`config.mk`:
```
export PLATFORM = sky130hd
export DESIGN_NAME = mem_port_arbiter
export DESIGN_NICKNAME = d
export VERILOG_FILES = /design/src/rtl/mem_port_arbiter.sv
export SDC_FILE = /design/constraint.sdc
export NUM_CORES = 1
export LEC_CHECK = 0
export CAP_MARGIN = 10
export CORE_MARGIN = 2
export CORE_UTILIZATION = 39
export CTS_CLUSTER_DIAMETER = 50
export DETAILED_ROUTE_END_ITERATION = 10
export HOLD_SLACK_MARGIN = 0.03
export PLACE_DENSITY_LB_ADDON = 0.15
export SKIP_CTS_REPAIR_TIMING = 1
export SLEW_MARGIN = 40
export SYNTH_ARGS = -nofsm -noshare
export SYNTH_HDL_FRONTEND = slang
export SYNTH_SLANG_ARGS = --single-unit
```
`constraint.sdc`:
```
create_clock -name clk -period 4.15 [get_ports clk]
set_clock_uncertainty 0.2 [all_clocks]
set_input_delay 0.83 -clock clk [delete_from_list [all_inputs] [get_ports clk]]
set_output_delay 0.83 -clock clk [all_outputs]
set_load 0.05 [all_outputs]
```
`src/rtl/mem_port_arbiter.sv`:
```
// ---------------------------------------------------------------------------
// mem_port_arbiter
//
// Purpose:
//   Shares the single byte-addressed data memory port between instruction
//   fetch (IF) and the MEM-stage load/store unit (DM). The winning request is
//   latched in IDLE. The memory port is then driven for 1+WAIT_STATES ACCESS
//   cycles. Finally a one-cycle valid pulse is returned to the owner in DONE.
//   A requester holds its request and payload until it sees its valid pulse.
//
// Parameters:
//   WAIT_STATES   extra ACCESS cycles per transaction (0..7)
//   STARVE_LIMIT  consecutive conflict losses by IF before IF is forced to
//                 win (1..15)
//
// Ports:
//   clk, rst_i                  clock (rising edge), async active-high reset
//   if_req_i, if_addr_i         fetch request (always a word load)
//   if_valid_o, if_rdata_o      fetch completion pulse and fetched word
//   dm_req_i, dm_we_i,
//   dm_addr_i, dm_wdata_i,
//   dm_load_type_i,
//   dm_store_type_i             load/store request and payload
//   dm_valid_o, dm_rdata_o      load/store completion pulse and load data
//   mem_rd_en_o, mem_wr_en_o,
//   mem_addr_o, mem_wr_data_o,
//   mem_load_type_o,
//   mem_store_type_o            drive data_mem
//   mem_rd_data_i               data_mem combinational read data
//
// Optional feature (macro MEM_ARB_PERF_EN):
//   perf_conflict_o  cycles spent in IDLE with both requests high
//   perf_if_stall_o  cycles with if_req_i high while IF does not own a
//                    transaction
//   Both counters saturate at 16'hFFFF and reset to 0. Without the macro the
//   ports and counters do not exist.
// ---------------------------------------------------------------------------
module mem_port_arbiter #(
    parameter int WAIT_STATES  = 1,
    parameter int STARVE_LIMIT = 4
) (
    input  logic        clk,
    input  logic        rst_i,
    input  logic        if_req_i,
    input  logic [7:0]  if_addr_i,
    output logic        if_valid_o,
    output logic [31:0] if_rdata_o,
    input  logic        dm_req_i,
    input  logic        dm_we_i,
    input  logic [7:0]  dm_addr_i,
    input  logic [31:0] dm_wdata_i,
    input  logic [2:0]  dm_load_type_i,
    input  logic [1:0]  dm_store_type_i,
    output logic        dm_valid_o,
    output logic [31:0] dm_rdata_o,
    output logic        mem_rd_en_o,
    output logic        mem_wr_en_o,
    output logic [7:0]  mem_addr_o,
    output logic [31:0] mem_wr_data_o,
    output logic [2:0]  mem_load_type_o,
    output logic [1:0]  mem_store_type_o,
    input  logic [31:0] mem_rd_data_i
`ifdef MEM_ARB_PERF_EN
    ,
    output logic [15:0] perf_conflict_o,
    output logic [15:0] perf_if_stall_o
`endif
);

    // Load-type code for a full word; fetches always use it.
    localparam logic [2:0] LOAD_W     = 3'b010;
    localparam logic [2:0] WAIT_INIT  = 3'(WAIT_STATES);
    localparam logic [3:0] STARVE_MAX = 4'(STARVE_LIMIT);

    typedef enum logic [1:0] {
        ST_IDLE   = 2'd0,
        ST_ACCESS = 2'd1,
        ST_DONE   = 2'd2
    } state_t;

    state_t      state_reg;
    logic [2:0]  wait_cnt_reg;
    logic [3:0]  starve_cnt_reg;
    logic        owner_if_reg;
    logic        we_reg;

    logic        if_valid_reg;
    logic        dm_valid_reg;
    logic [31:0] if_rdata_reg;
    logic [31:0] dm_rdata_reg;
    logic        mem_rd_en_reg;
    logic        mem_wr_en_reg;
    logic [7:0]  mem_addr_reg;
    logic [31:0] mem_wr_data_reg;
    logic [2:0]  mem_load_type_reg;
    logic [1:0]  mem_store_type_reg;

    // Arbitration. DM normally wins a conflict. Once IF has lost STARVE_LIMIT
    // conflicts in a row it is given the port instead.
    logic both_req;
    logic grant_if;
    logic grant_store;

    assign both_req    = if_req_i && dm_req_i;
    assign grant_if    = if_req_i && (!dm_req_i || (starve_cnt_reg == STARVE_MAX));
    assign grant_store = !grant_if && dm_we_i;

    always_ff @(posedge clk or posedge rst_i) begin
        if (rst_i) begin
            state_reg          <= ST_IDLE;
            wait_cnt_reg       <= '0;
            starve_cnt_reg     <= '0;
            owner_if_reg       <= 1'b0;
            we_reg             <= 1'b0;
            if_valid_reg       <= 1'b0;
            dm_valid_reg       <= 1'b0;
            if_rdata_reg       <= '0;
            dm_rdata_reg       <= '0;
            mem_rd_en_reg      <= 1'b0;
            mem_wr_en_reg      <= 1'b0;
            mem_addr_reg       <= '0;
            mem_wr_data_reg    <= '0;
            mem_load_type_reg  <= '0;
            mem_store_type_reg <= '0;
        end else begin
            // Valid pulses last exactly one cycle (the DONE cycle).
            if_valid_reg <= 1'b0;
            dm_valid_reg <= 1'b0;

            case (state_reg)
                ST_IDLE: begin
                    if (if_req_i || dm_req_i) begin
                        owner_if_reg <= grant_if;
                        if (grant_if) begin
                            we_reg             <= 1'b0;
                            mem_addr_reg       <= if_addr_i;
                            mem_wr_data_reg    <= '0;
                            mem_load_type_reg  <= LOAD_W;
                            mem_store_type_reg <= '0;
                            starve_cnt_reg     <= '0;
                        end else begin
                            we_reg             <= dm_we_i;
                            mem_addr_reg       <= dm_addr_i;
                            mem_wr_data_reg    <= dm_wdata_i;
                            mem_load_type_reg  <= dm_load_type_i;
                            mem_store_type_reg <= dm_store_type_i;
                            // Cannot exceed STARVE_MAX: at the limit IF wins.
                            if (both_req) begin
                                starve_cnt_reg <= starve_cnt_reg + 4'd1;
                            end
                        end
                        // Read enable covers every ACCESS cycle. The write
                        // enable is raised only in the final ACCESS cycle,
                        // which is the first cycle when there are no waits.
                        mem_rd_en_reg <= !grant_store;
                        mem_wr_en_reg <= grant_store && (WAIT_STATES == 0);
                        wait_cnt_reg  <= WAIT_INIT;
                        state_reg     <= ST_ACCESS;
                    end
                end

                ST_ACCESS: begin
                    if (wait_cnt_reg != 3'd0) begin
                        wait_cnt_reg  <= wait_cnt_reg - 3'd1;
                        // The next cycle is the final ACCESS cycle.
                        mem_wr_en_reg <= we_reg && (wait_cnt_reg == 3'd1);
                    end else begin
                        // Final ACCESS cycle. A store lands on this edge; a
                        // read captures the memory's combinational data.
                        mem_rd_en_reg <= 1'b0;
                        mem_wr_en_reg <= 1'b0;
                        if (!we_reg) begin
                            if (owner_if_reg) begin
                                if_rdata_reg <= mem_rd_data_i;
                            end else begin
                                dm_rdata_reg <= mem_rd_data_i;
                            end
                        end
                        if (owner_if_reg) begin
                            if_valid_reg <= 1'b1;
                        end else begin
                            dm_valid_reg <= 1'b1;
                        end
                        state_reg <= ST_DONE;
                    end
                end

                // Requests are deliberately not sampled here. The requester
                // updates its request after seeing its valid pulse.
                ST_DONE: begin
                    state_reg <= ST_IDLE;
                end

                default: begin
                    state_reg <= ST_IDLE;
                end
            endcase
        end
    end

    assign if_valid_o       = if_valid_reg;
    assign if_rdata_o       = if_rdata_reg;
    assign dm_valid_o       = dm_valid_reg;
    assign dm_rdata_o       = dm_rdata_reg;
    assign mem_rd_en_o      = mem_rd_en_reg;
    assign mem_wr_en_o      = mem_wr_en_reg;
    assign mem_addr_o       = mem_addr_reg;
    assign mem_wr_data_o    = mem_wr_data_reg;
    assign mem_load_type_o  = mem_load_type_reg;
    assign mem_store_type_o = mem_store_type_reg;

`ifdef MEM_ARB_PERF_EN
    logic [15:0] perf_conflict_reg;
    logic [15:0] perf_if_stall_reg;
    logic        if_owns_txn;

    // IF owns the port from its ACCESS cycles through its DONE cycle.
    assign if_owns_txn = (state_reg != ST_IDLE) && owner_if_reg;

    always_ff @(posedge clk or posedge rst_i) begin
        if (rst_i) begin
            perf_conflict_reg <= '0;
            perf_if_stall_reg <= '0;
        end else begin
            if ((state_reg == ST_IDLE) && both_req && (perf_conflict_reg != 16'hFFFF)) begin
                perf_conflict_reg <= perf_conflict_reg + 16'd1;
            end
            if (if_req_i && !if_owns_txn && (perf_if_stall_reg != 16'hFFFF)) begin
                perf_if_stall_reg <= perf_if_stall_reg + 16'd1;
            end
        end
    end

    assign perf_conflict_o = perf_conflict_reg;
    assign perf_if_stall_o = perf_if_stall_reg;
`endif

endmodule

```
==> results.yml, run 1 <==
critical_path:
  regToRegStartpoint: "wait_cnt_reg[0]"
  r2r_worst_path_depth: 6
  crit_path_start_kind: "input pin"
  worst_path_max_delay_cell: "clkdlybuf4s50_1"
  required_ns: 4.20
  reg2reg_slack_ns: 1.86
  path_delay_family: "simple AND/OR/NAND/NOR gates"
  critical_path.cell_chain: "clkdlybuf4s50_1 -> or2_2 -> and2_0 -> o221ai_1"
  worstPathArrival_ns: 2.92
  critical_path_class: "input pin to flop"
  critical_path_peak_fanout: 27
  worstReg2RegEnd: "dm_rdata_o[13]"
  path_buf_inv: 1
  worstSetupEndpointType: "flop"
  max_stage_delay_ns: 0.70
drt:
  vias_per_cell: 5.02
  drt_pre_antenna_iters: 4
  wl_per_cell_um: 16.7
  detailedRoute.firstIterationViolations: 256
  count_of_nets_left_with_antenna_violations_after_detail_routing: 0
  wirelength_um: 12800
  detailroute.via_count: 3864
  drc_errors: 0
clock_tree:
  cts.reportedPaths.clkPinSlew_ns: 0.06
  cts_root_buf: "clkbuf_16"
  insertion_delay_ns: 0.41
  max-clock-path-buffers: 2
  tritoncts_num_sinks: 124
  htree_num_levels: 4
  cts_buffers: 17
  cts_tree: "built"
timing:
  layout_setup_ws_ns: 1.28
  period_needed_ns: 2.87
  hold_viol: 0
  max_slew.worst_pin.slew_ns: 0.701
  grt_setup_unrepaired: "no"
  setup-tns-final_ns: 0
  slew_headroom_pct: 53.2
  timing.final.max_slew_violations: 0
  final_min_period_over_clock_period_pct: 69.1
  setup_violations: 0
  fmax_mhz: 349
floorplanning:
  boundaryPins: 203
  die_h_um: 118
  floorplan.rows: 41
  fp.dieArea_um2: 13900
  die_width_um: 118
  floorplan.initialDensity_pct: 40.0
  placeableCoreArea_um2: 12700
logic_synthesis:
  synth_top_family_by_area: "multiplexers"
  yosys_warnings: 0
  synthCells: 383
  post_synth_simple_gate_area_pct: 9.45
  synth.area.mux_share_pct: 14.6
  synth_nets: 478
  post_synth.cell_area_avg_um2: 13.2
  post_synth_fa_ha_maj_area_fraction_pct: 1.23
  synth-seq-cells: 124
  synth_seq_area_share_pct: 61.2
  synthesis.area_um2: 5070
  yosysUniqueCellTypes: 34
  synth_xor_xnor_area_share_pct: 0
  compound_gate_fraction_of_synth_area_pct: 9.58
finish:
  n_fill_cell: 1021
  most-common-layout-cells: "clkdlybuf4s50_1 (202), dfrtp_1 (124), mux2_2 (64)"
  layout-area-overhead-vs-synth_pct: 55.0
  num_antenna_cells: 0
  layout-drive-gt1-share_pct: 18.4
  area.sequential_um2: 3100
  multi_input_comb_area_um2: 1780
  leading_cell_type_in_the_layout_fill_and_taps_excluded: "clkdlybuf4s50_1"
  design_area_um2: 7860
  final_nets: 680
grt:
  met2_grt_util_pct: 30.3
  vias_in_the_first_global_route: 4020
  globalRouteOverflowTotal: 0
  gr_usage_total_pct: 19.1
  grt_max_degree: 63
  met1_grt_util_pct: 24.3
  antenna_found_initial: 0
  met3_layer_usage_reported_by_global_route_pct: 5.72
  wire_length_of_the_first_global_routing_pass_um: 21000
  routing_layer_with_the_top_usage_in_global_route: "met2"
pwr:
  power.ir.vdd_worst_uv: 447
  power.net_switching_mw: 3.59
  netSwitchingFraction_pct: 45.8
  seq_power_share_pct: 27.1
  share_clk_of_total_power_pct: 18.4
  power.internal_mw: 4.25
  cellPowerDensity_nw_per_um2: 999
  leakage_nw: 3.24
  power.combinational.fraction_pct: 54.5
status:
  run_status: "completed"
placement:
  dpl-instance-area_um2: 7250
  detailed_place_hpwl_um: 8810
  port_buffers: 202
  detailedPlace.worstSlack_ns: 0.915
  globalplace.congestion: 0.737
min_path:
  hold_class: "flop to flop"
  min_from: "mem_wr_data_o[0]"
  min_to: "mem_wr_data_o[0]"
  hold_depth: 1
job:
  drv_cap: 0
-- layout make-up --
class,instances,share of cell area [%]
clock buffer,20,5.94
clock inverter,11,1.51
inverter,16,0.812
multi-input combinational,215,22.6
sequential,124,39.5
tap,172,2.74
timing repair buffer,211,26.9
-- stage by stage --
stage	hold WS [ns]	util, %	instances	power (mW)
after floorplan	0.293	-	383	4.98
after global routing	0.305	62.0	769	8.20
final	0.285	62.0	769	7.85
after global placement	0.270	57.2	737	6.37
after detailed placement	0.272	57.2	737	6.44
after CTS	0.289	61.9	768	7.91
-- how the worst max path moves through the flow --
stage	end	slack, ns	depth (start not counted)	startpoint
CTS	mem_addr_o[2]	1.30	4	dm_req_i
global placement	mem_addr_o[0]	1.00	4	dm_req_i
finish	mem_addr_o[2]	1.28	4	dm_req_i
floorplan	dm_rdata_o[0]	1.59	1	rst_i
global route	mem_addr_o[2]	1.09	4	dm_req_i
detailed placement	we_reg	0.91	4	dm_req_i
-- cell usage after synthesis --
master | instances | area, um^2
a21oi_1 | 2 | 10.0
a22o_1 | 2 | 17.5
nand3b_1 | 2 | 15.0
and2_0 | 1 | 6.26
nand4b_1 | 1 | 8.76
and2_1 | 2 | 12.5
or3_1 | 1 | 6.26
or2_2 | 1 | 6.26
o22ai_1 | 2 | 12.5
nor2b_1 | 2 | 12.5
nor3b_4 | 1 | 18.8
o311ai_0 | 3 | 26.3
clkbuf_1 | 8 | 30.0
nand2b_1 | 2 | 12.5
a31oi_1 | 1 | 6.26
nand4_1 | 10 | 62.6
mux2i_1 | 2 | 20.0
or3b_2 | 1 | 8.76
and4bb_4 | 1 | 16.3
nand2_1 | 9 | 33.8
o2bb2ai_1 | 37 | 324
o21ai_0 | 2 | 10.0
o221ai_1 | 8 | 70.1
o32ai_1 | 1 | 8.76
buf_6 | 3 | 33.8
nor3b_1 | 1 | 7.51
inv_1 | 16 | 60.1
buf_1 | 8 | 30.0
nor2_1 | 3 | 11.3
buf_2 | 9 | 45.0
dfrtp_1 | 124 | 3100
ha_1 | 5 | 62.6
mux2_2 | 64 | 721
nand3_1 | 48 | 240
-- power groups by stage --
| stage | sequential (mW) | combinational (mW) | clock (mW) |
|---|---|---|---|
| 2_1_floorplan | 3.93 | 1.05 | 0 |
| 3_5_place_dp | 2.13 | 4.30 | 0 |
| 3_3_place_gp | 2.12 | 4.24 | 0 |
| 4_1_cts | 2.13 | 4.31 | 1.47 |
| 6_report | 2.13 | 4.28 | 1.44 |
| 5_1_grt | 2.20 | 4.48 | 1.52 |
-- layer usage --
| layer | share of wire (%) | wire length (um) |
|---|---|---|
| met3 | 6.4 | 826 |
| met2 | 48 | 6210 |
| met5 | 0 | 0 |
| met1 | 43 | 5540 |
| met4 | 2.0 | 255 |
-- cells by family (layout without fill, tap and decap cells) --
family	Yosys count	in the layout
multiplexers	66	66
buffers and inverters	44	258
AND/OR/NAND/NOR	86	86
AO/OA/AOI/OAI	58	58
adder cells (fa/ha/maj)	5	5
flip-flops	124	124
Note: power is estimated with default switching activity, not from simulation.
==> run 2, diff against run 1 <==
clock period = 2.5 ns   (was 4.15 ns; I/O delays follow)
==> run 2 against run 1 <==
Compared with the run above: die area stayed put; via count grew 2.2%; critical path depth is 3 lower; register-to-register slack lost 1.5 ns; wire length increased by 0.83%; sequential power is 65% higher.
==> results.yml, run 2 (synthesized netlist as in run 1, its figures left out) <==
floorplanning:
  floorplan.initialDensity_pct: 40.0
  die_h_um: 118
  die_width_um: 118
  placeableCoreArea_um2: 12700
  fp.dieArea_um2: 13900
  floorplan.rows: 41
  boundaryPins: 203
clock_tree:
  cts_buffers: 17
  insertion_delay_ns: 0.40
  tritoncts_num_sinks: 124
  max-clock-path-buffers: 2
  cts_tree: "built"
  htree_num_levels: 4
  cts_root_buf: "clkbuf_16"
  cts.reportedPaths.clkPinSlew_ns: 0.05
timing:
  layout_setup_ws_ns: 0.168
  slew_headroom_pct: 63.2
  max_slew.worst_pin.slew_ns: 0.550
  grt_setup_unrepaired: "no"
  hold_viol: 0
  final_min_period_over_clock_period_pct: 93.3
  setup-tns-final_ns: 0
  hold_slack_ns: 0.285
  period_needed_ns: 2.33
  fmax_mhz: 429
  setup_violations: 0
  timing.final.max_slew_violations: 0
critical_path:
  path_depth: 1
  critical_path_class: "flop to primary output"
  path_buf_inv: 1
  crit_path_start_kind: "flop"
  max_stage_delay_ns: 0.85
  r2r_worst_path_depth: 6
  path_delay_family: "buffers and inverters"
  required_ns: 1.80
  worstSetupEndpointType: "primary output"
  critical_path.cell_chain: "clkdlybuf4s50_1"
  worstPathArrival_ns: 1.63
  worst_path_max_delay_cell: "clkdlybuf4s50_1"
  critical_path_peak_fanout: 2
drt:
  detailedRoute.firstIterationViolations: 212
  count_of_nets_left_with_antenna_violations_after_detail_routing: 0
  drt_pre_antenna_iters: 4
  wirelength_um: 12900
  wl_per_cell_um: 16.7
  vias_per_cell: 5.09
  drc_errors: 0
  detailroute.via_count: 3948
pwr:
  power.ir.vdd_worst_uv: 698
  cellPowerDensity_nw_per_um2: 1670
  share_clk_of_total_power_pct: 19.3
  netSwitchingFraction_pct: 45.2
  power.internal_mw: 7.30
  power.combinational.fraction_pct: 54.2
  leakage_nw: 3.30
  power.net_switching_mw: 6.01
  seq_power_share_pct: 26.5
finish:
  layout-area-overhead-vs-synth_pct: 57.6
  final_nets: 686
  layout-drive-gt1-share_pct: 19.4
  design_area_um2: 7990
  instances_no_fill: 776
  num_antenna_cells: 0
  leading_cell_type_in_the_layout_fill_and_taps_excluded: "clkdlybuf4s50_1"
  most-common-layout-cells: "clkdlybuf4s50_1 (202), dfrtp_1 (124), mux2_2 (64)"
  n_fill_cell: 1012
grt:
  gr_usage_total_pct: 19.3
  vias_in_the_first_global_route: 4183
  globalRouteOverflowTotal: 0
  wire_length_of_the_first_global_routing_pass_um: 21500
  antenna_found_initial: 0
  grt_max_degree: 67
status:
  run_status: "completed"
min_path:
  hold_class: "flop to flop"
  hold_depth: 1
placement:
  detailedPlace.worstSlack_ns: 0.199
  dpl-instance-area_um2: 7350
  globalplace.congestion: 0.834
  port_buffers: 202
  placed_cells: 744
  detailed_place_hpwl_um: 9030
job:
  drv_cap: 0
run 2: cell count changes in the layout (fill, tap and decap cells not counted), sizes merged:
cell and delta:
buf +6, clkinv -2, inv +2, bufinv +1, clkbuf +1, clkinvlp -1
run 2: final timing paths:
kind                       slack (ns)                to             start
max                              0.17       mem_wr_en_o       mem_wr_en_o
min                              0.28  mem_wr_data_o[1]  mem_wr_data_o[1]
max reg2reg                      0.35    dm_rdata_o[10]   wait_cnt_reg[0]
min reg2reg                      0.28  mem_wr_data_o[1]  mem_wr_data_o[1]
max in group asynchronous        1.41  mem_wr_data_o[3]             rst_i
min in group asynchronous        0.37     dm_rdata_o[1]             rst_i
run 2: power by group through the flow:
stage / logic, mW / clock network (mW) / registers (mW)
CTS: 7.29 / 2.64 / 3.53
global placement: 7.18 / 0 / 3.52
finish: 7.22 / 2.57 / 3.52
detailed placement: 7.29 / 0 / 3.54
floorplan: 1.74 / 0 / 6.53
global route: 7.56 / 2.74 / 3.65
run 2: metrics by stage:
step / total power, mW / util (%)
finish: 13.3 / 63.1
global route: 13.9 / 63.1
CTS: 13.5 / 63.1
detailed placement: 10.8 / 58.0
global placement: 10.7 / 58.0
floorplan: 8.27 / -
run 2: layer usage:
metal | vias up | global-route usage (%) | share of wire, % | routed length (um)
met2 | 155 | 30.9 | 48 | 6230
li1 | 1829 | - | - | -
met4 | 0 | 6.10 | 0.62 | 80
met1 | 1960 | 24.5 | 45 | 5770
met5 | - | 0 | 0 | 0
met3 | 4 | 6.64 | 6.6 | 857
run 2: final cells by class:
class | instances | area, um^2 | share of cell area (%)
flip-flops and latches | 124 | 3100 | 38.8
repair buffers | 217 | 2200 | 27.5
clock buffers | 21 | 480 | 6.01
clock inverters | 11 | 156 | 1.96
multi-input cells | 215 | 1780 | 22.2
inverters | 16 | 63.8 | 0.798
well taps | 172 | 215 | 2.69
